$ cat src/rtl/spectrum_uart_dumper_pkg.sv
// Shared definitions for the spectrum UART dumper: FSM state encoding,
// byte-phase encoding, and default frame geometry / sync bytes.
// No logic lives here; the top imports everything it needs.
package spectrum_uart_dumper_pkg;

  localparam int         DEF_N_BINS = 512;
  localparam logic [7:0] DEF_HDR0   = 8'hA5;
  localparam logic [7:0] DEF_HDR1   = 8'h5A;

  // Bin index is one bit wider than the RAM address so a 512-bin frame
  // can count to 512 and terminate without wrapping back to 0.
  localparam int IDX_W  = 10;
  localparam int ADDR_W = 9;

  typedef enum logic [2:0] {
    S_IDLE,
    S_HDR,
    S_FETCH,
    S_CAPT,
    S_SEND,
    S_HOLD,
    S_DRAIN
  } state_e;

  // Which byte of the frame is currently in flight.
  typedef enum logic [1:0] {
    PH_HDR0,
    PH_HDR1,
    PH_BIN,
    PH_CSUM
  } phase_e;

endpackage

$ cat src/rtl/spectrum_uart_dumper.sv
// Streams one spectrum frame (HDR0, HDR1, N_BINS bins, 8-bit checksum) to an external UART.
// Latency: first tx_start two cycles after an accepted trigger; one byte per UART busy period.
// Backpressure: each byte waits in DRAIN for tx_busy to fall; no timeout while tx_busy is stuck.
module spectrum_uart_dumper
  import spectrum_uart_dumper_pkg::*;
#(
  parameter int         N_BINS = DEF_N_BINS,
  parameter logic [7:0] HDR0   = DEF_HDR0,
  parameter logic [7:0] HDR1   = DEF_HDR1
) (
  input  logic              cclk,
  input  logic              reset,
  input  logic              trigger,
  input  logic [7:0]        ram_dout,
  input  logic              tx_busy,
  output logic [ADDR_W-1:0] ram_addr,
  output logic              tx_start,
  output logic [7:0]        tx_data,
  output logic              busy,
  output logic              overrun,
  output logic [7:0]        frame_cnt
);

  state_e              state_q;
  phase_e              phase_q;
  logic [IDX_W-1:0]    idx_q;
  logic [7:0]          csum_q;
  logic [ADDR_W-1:0]   ram_addr_q;
  logic                tx_start_q;
  logic [7:0]          tx_data_q;
  logic                busy_q;
  logic                overrun_q;
  logic [7:0]          frame_cnt_q;

  logic [IDX_W-1:0]    idx_d;
  logic [7:0]          csum_d;
  logic                last_bin;

  // Next bin index, running checksum including the byte arriving from the RAM,
  // and whether the bin just sent was the final one of the frame.
  always_comb begin
    idx_d    = idx_q + {{(IDX_W-1){1'b0}}, 1'b1};
    csum_d   = csum_q + ram_dout;
    last_bin = (int'({{(32-IDX_W){1'b0}}, idx_d}) >= N_BINS);
  end

  // Frame sequencer with registered outputs. tx_start is raised on the edge
  // that enters SEND so it is high for exactly the SEND cycle. ram_addr is
  // loaded on the edge entering FETCH so the RAM sees the address during
  // FETCH and its data is ready to latch in CAPT.
  always_ff @(posedge cclk) begin
    if (reset) begin
      state_q     <= S_IDLE;
      phase_q     <= PH_HDR0;
      idx_q       <= '0;
      csum_q      <= 8'h00;
      ram_addr_q  <= '0;
      tx_start_q  <= 1'b0;
      tx_data_q   <= 8'h00;
      busy_q      <= 1'b0;
      overrun_q   <= 1'b0;
      frame_cnt_q <= 8'h00;
    end else begin
      tx_start_q <= 1'b0;

      // A request while a frame is in flight (including its final DRAIN
      // cycle) is dropped and remembered until the next reset.
      if (trigger && busy_q) begin
        overrun_q <= 1'b1;
      end

      case (state_q)
        S_IDLE: begin
          if (trigger) begin
            csum_q  <= 8'h00;
            idx_q   <= '0;
            phase_q <= PH_HDR0;
            busy_q  <= 1'b1;
            state_q <= S_HDR;
          end
        end

        S_HDR: begin
          tx_data_q  <= (phase_q == PH_HDR0) ? HDR0 : HDR1;
          tx_start_q <= 1'b1;
          state_q    <= S_SEND;
        end

        S_FETCH: begin
          ram_addr_q <= idx_q[ADDR_W-1:0];
          state_q    <= S_CAPT;
        end

        S_CAPT: begin
          tx_data_q  <= ram_dout;
          csum_q     <= csum_d;
          tx_start_q <= 1'b1;
          state_q    <= S_SEND;
        end

        S_SEND: begin
          state_q <= S_HOLD;
        end

        // The UART may take a cycle to raise tx_busy, so it is not looked at here.
        S_HOLD: begin
          state_q <= S_DRAIN;
        end

        S_DRAIN: begin
          if (!tx_busy) begin
            case (phase_q)
              PH_HDR0: begin
                phase_q <= PH_HDR1;
                state_q <= S_HDR;
              end
              PH_HDR1: begin
                phase_q    <= PH_BIN;
                idx_q      <= '0;
                ram_addr_q <= '0;
                state_q    <= S_FETCH;
              end
              PH_BIN: begin
                idx_q <= idx_d;
                if (last_bin) begin
                  tx_data_q  <= csum_q;
                  tx_start_q <= 1'b1;
                  phase_q    <= PH_CSUM;
                  state_q    <= S_SEND;
                end else begin
                  ram_addr_q <= idx_d[ADDR_W-1:0];
                  state_q    <= S_FETCH;
                end
              end
              default: begin
                frame_cnt_q <= frame_cnt_q + 8'd1;
                busy_q      <= 1'b0;
                state_q     <= S_IDLE;
              end
            endcase
          end
        end

        default: begin
          state_q <= S_IDLE;
        end
      endcase
    end
  end

  assign ram_addr  = ram_addr_q;
  assign tx_start  = tx_start_q;
  assign tx_data   = tx_data_q;
  assign busy      = busy_q;
  assign overrun   = overrun_q;
  assign frame_cnt = frame_cnt_q;

endmodule

$ cat config.mk
export PLATFORM = sky130hd
export DESIGN_NAME = spectrum_uart_dumper
export DESIGN_NICKNAME = d
export VERILOG_FILES = /design/src/rtl/spectrum_uart_dumper_pkg.sv /design/src/rtl/spectrum_uart_dumper.sv
export SDC_FILE = /design/constraint.sdc
export NUM_CORES = 1
export LEC_CHECK = 0
export ABC_AREA = 1
export ABC_CLOCK_PERIOD_IN_PS = 1800
export BUFFER_PORTS_ARGS = -buffer_cell sky130_fd_sc_hd__buf_2
export CAP_MARGIN = 20
export CORE_ASPECT_RATIO = 1.1
export CORE_MARGIN = 2
export CORE_UTILIZATION = 24
export CTS_CLUSTER_SIZE = 12
export DETAILED_ROUTE_END_ITERATION = 16
export GPL_TIMING_DRIVEN = 0
export SYNTH_ARGS = -nofsm -noshare
export SYNTH_HDL_FRONTEND = slang
export SYNTH_SLANG_ARGS = --single-unit
export TNS_END_PERCENT = 20
$ cat constraint.sdc
create_clock -name cclk -period 1.8 [get_ports cclk]
set_input_delay 0 -clock cclk [delete_from_list [all_inputs] [get_ports cclk]]
set_output_delay 0 -clock cclk [all_outputs]
set_load 0.05 [all_outputs]
==> flow_metrics.tcl <==
set metrics [dict create \
    finalCritPeriodShare 0.917 \
    synth_compound_area_frac 0.125 \
    crit_required_ns 1.97 \
    drv_cap 0 \
    via_count 2948 \
    worstMarginPinSlew_ns 0.577 \
    total_leakage_power_nw 1.65 \
    setup_ws_ns 0.149 \
    finalPower_mw 4.02 \
    antenna_cells 0 \
    numCtsBuffers 5 \
    num_rows 42 \
    place_congestion 0.848 \
    clkSinkCount 51 \
    worstPathArrival_ns 1.82 \
    antenna_left 0 \
    root_buffer "clkbuf_16" \
    insertion_delay_ns 0.29 \
    min_path_type "primary input to flop" \
    final_cell_mix "119 x nand2_1, 64 x nor2_1, 48 x dfxtp_1" \
    netlist_area_sq_um 2980 \
    finalHoldViolCount 0 \
    io_buffer_count 38 \
    ir_drop_mv 0.624 \
    yosysTopAreaCell "dfxtp_1" \
    whs_ns 0.134 \
    final_common_cell "nand2_1" \
    fillCellCount 1359 \
    synth_top_area_share 0.342 \
    async_reset_ff_frac 0 \
    syn-num-nets 480 \
    finalClockSkew_ns 0.00682 \
    start_util 0.247 \
    hpwl_mm 5.78 \
    grt_pass1_wl_mm 12.5 \
    clk_transition_reported_paths_ns 0.07 \
    ys_types 31 \
    io_pins 40 \
    cts_tree "yes" \
    cp_max_fo 7 \
    grt_use_total 0.119 \
    synthToLayoutAreaGrowth_pct 19.5 \
    drc 0 \
    syn_avg_cell_area_sq_um 6.60 \
    nets 526 \
    synthAdderAreaFrac 0.0696 \
    fin_area_sq_um 3560 \
    tns_ns 0 \
    grt_max_degree 15 \
    synth_seq_cells 51 \
    cp-start-kind "flop" \
    wl_per_cell_microns 11.6 \
    placed_area_sq_um 3370 \
    slew_headroom 0.615 \
    yosysWarnings 0 \
    synth_xor_area_frac 0.0117 \
    grt_pass1_vias 2806 \
    clock.fmax_mhz 606 \
    layout_min_cycle_time_ns 1.65 \
    synth_mux_area_frac 0 \
    placeableCoreArea_sq_um 12100 \
    synth_top_family_by_area "simple AND/OR/NAND/NOR gates" \
    clockBufferDepth 2 \
    grt_antenna_before_repair 0 \
    drt-initial-drc-count 161 \
    dieArea_sq_um 13300 \
    worstSetupPathType "flop to flop" \
    cp-end-kind "flop" \
    overflow 0 \
    dr.pass1.iters 4 \
    drt-total-wl_mm 7.56 \
    cts_max_level 2 \
    synthSimpleGateAreaFrac 0.371 \
    finalSetupViolCount 0 \
    synth_edf_count 0 \
    pre_cts_slack_ns 0.0413 \
    yosys-top-cells-area "dfxtp_1 34%, nand2_1 15%, nor2_1 8.1%, a21oi_1 7.0%, nand3_1 6.5%" \
    regArea_sq_um 1020 \
    synth_ff_type "dfxtp_1" \
    status "completed" \
    vias_per_cell 4.51 \
    powerDensity_nw_per_um2 1130 \
    fp.dieW_microns 110 \
    seq_area_frac_synth 0.342 \
    syn_inst 452 \
    drv_slew 0 \
    die-height_microns 121 \
    drive_gt1_frac 0.152 \
    multiInputGateArea_sq_um 1750 \
]
## layer usage
| metal | vias up | global-route usage | part of all wire |
|---|---|---|---|
| met5 | - | 0 | 0 |
| met4 | 0 | 0.0391 | 0.013 |
| met3 | 8 | 0.0258 | 0.049 |
| met2 | 57 | 0.207 | 0.48 |
| met1 | 1332 | 0.145 | 0.46 |
| li1 | 1551 | - | - |
## cells in the mapped netlist (2+ instances only)
library cell  number
buf_6              2
xnor2_1            2
nor3_1             4
nor2_2             7
inv_1             45
dfxtp_1           51
a21oi_1           42
xor2_1             2
nand3_1           39
nand3_2            4
ha_1              15
o21ai_0           25
nand4_1            7
nand2_2            2
nand2_4            2
nand2_1          119
inv_2              4
nor2_1            64
clkbuf_1           3
buf_1              2
## cells by family after synthesis
| family | Yosys count |
|---|---|
| buffers and inverters | 58 |
| adders and majority gates | 16 |
| DFF | 51 |
| AOI/OAI and AO/OA | 71 |
| and+or+nand+nor | 252 |
| xor gates and xnor gates | 4 |
## final cells by class
class                   instances  share of cell area
plain buffers                   9              0.0168
clock buffers                   8              0.0439
inverters                      49              0.0516
multi-input cells             343               0.490
flip-flops and latches         51               0.287
well taps                     154              0.0541
repair buffers                 39              0.0562
## report_power, final
| group | switching (mW) | leakage (nW) | internal, mW |
|---|---|---|---|
| logic | 1.05 | 1.15 | 0.455 |
| registers | 0.171 | 0.417 | 1.33 |
| clock network | 0.418 | 0.0772 | 0.593 |
| total | 1.64 | 1.65 | 2.38 |
## sequential cells by signal (all words and copies together), names as in the netlist
signal and flops:
tx_start 1, phase_q 2, state_q 3, busy 1
idx_q 10, overrun 1, ram_addr 9, frame_cnt 8
tx_data 8, csum_q 8
## worst paths after layout
path,startpoint,end,slack (ns),cells after the start
hold / removal,ram_dout[0],csum_q[0]$_SDFFE_PP0P_,0.13,4
hold reg to reg,ram_addr[1]$_SDFFE_PP0P_,ram_addr[1]$_SDFFE_PP0P_,0.46,2
setup / recovery,phase_q[0]$_SDFFE_PP0P_,idx_q[4]$_SDFFE_PP0P_,0.15,7
setup reg to reg,phase_q[0]$_SDFFE_PP0P_,idx_q[4]$_SDFFE_PP0P_,0.15,7
## per-stage QoR
| step | instances | utilization |
|---|---|---|
| after global routing | 653 | 0.295 |
| after CTS | 653 | 0.292 |
| final | 653 | 0.295 |
| after detailed placement | 644 | 0.278 |
| after floorplan | 452 | - |
| after global placement | 644 | 0.278 |
## timing repair
| item | in CTS | in global routing |
|---|---|---|
| setup endpoints to repair | 0 | 30 |
| resized for setup | 0 | 11 |
| hold endpoints to repair | 1 | 0 |
| hold buffers | 1 | 0 |
| buffers inserted | 0 | 0 |
## critical path, stage by stage, from the launching register on
cell     delay, ns
dfxtp_2       0.36
inv_1         0.11
ha_2          0.23
inv_1         0.10
nand3_1       0.13
nand4_1       0.25
o21ai_0       0.28
a21oi_1       0.07
Power figures use the tool's default switching activity.
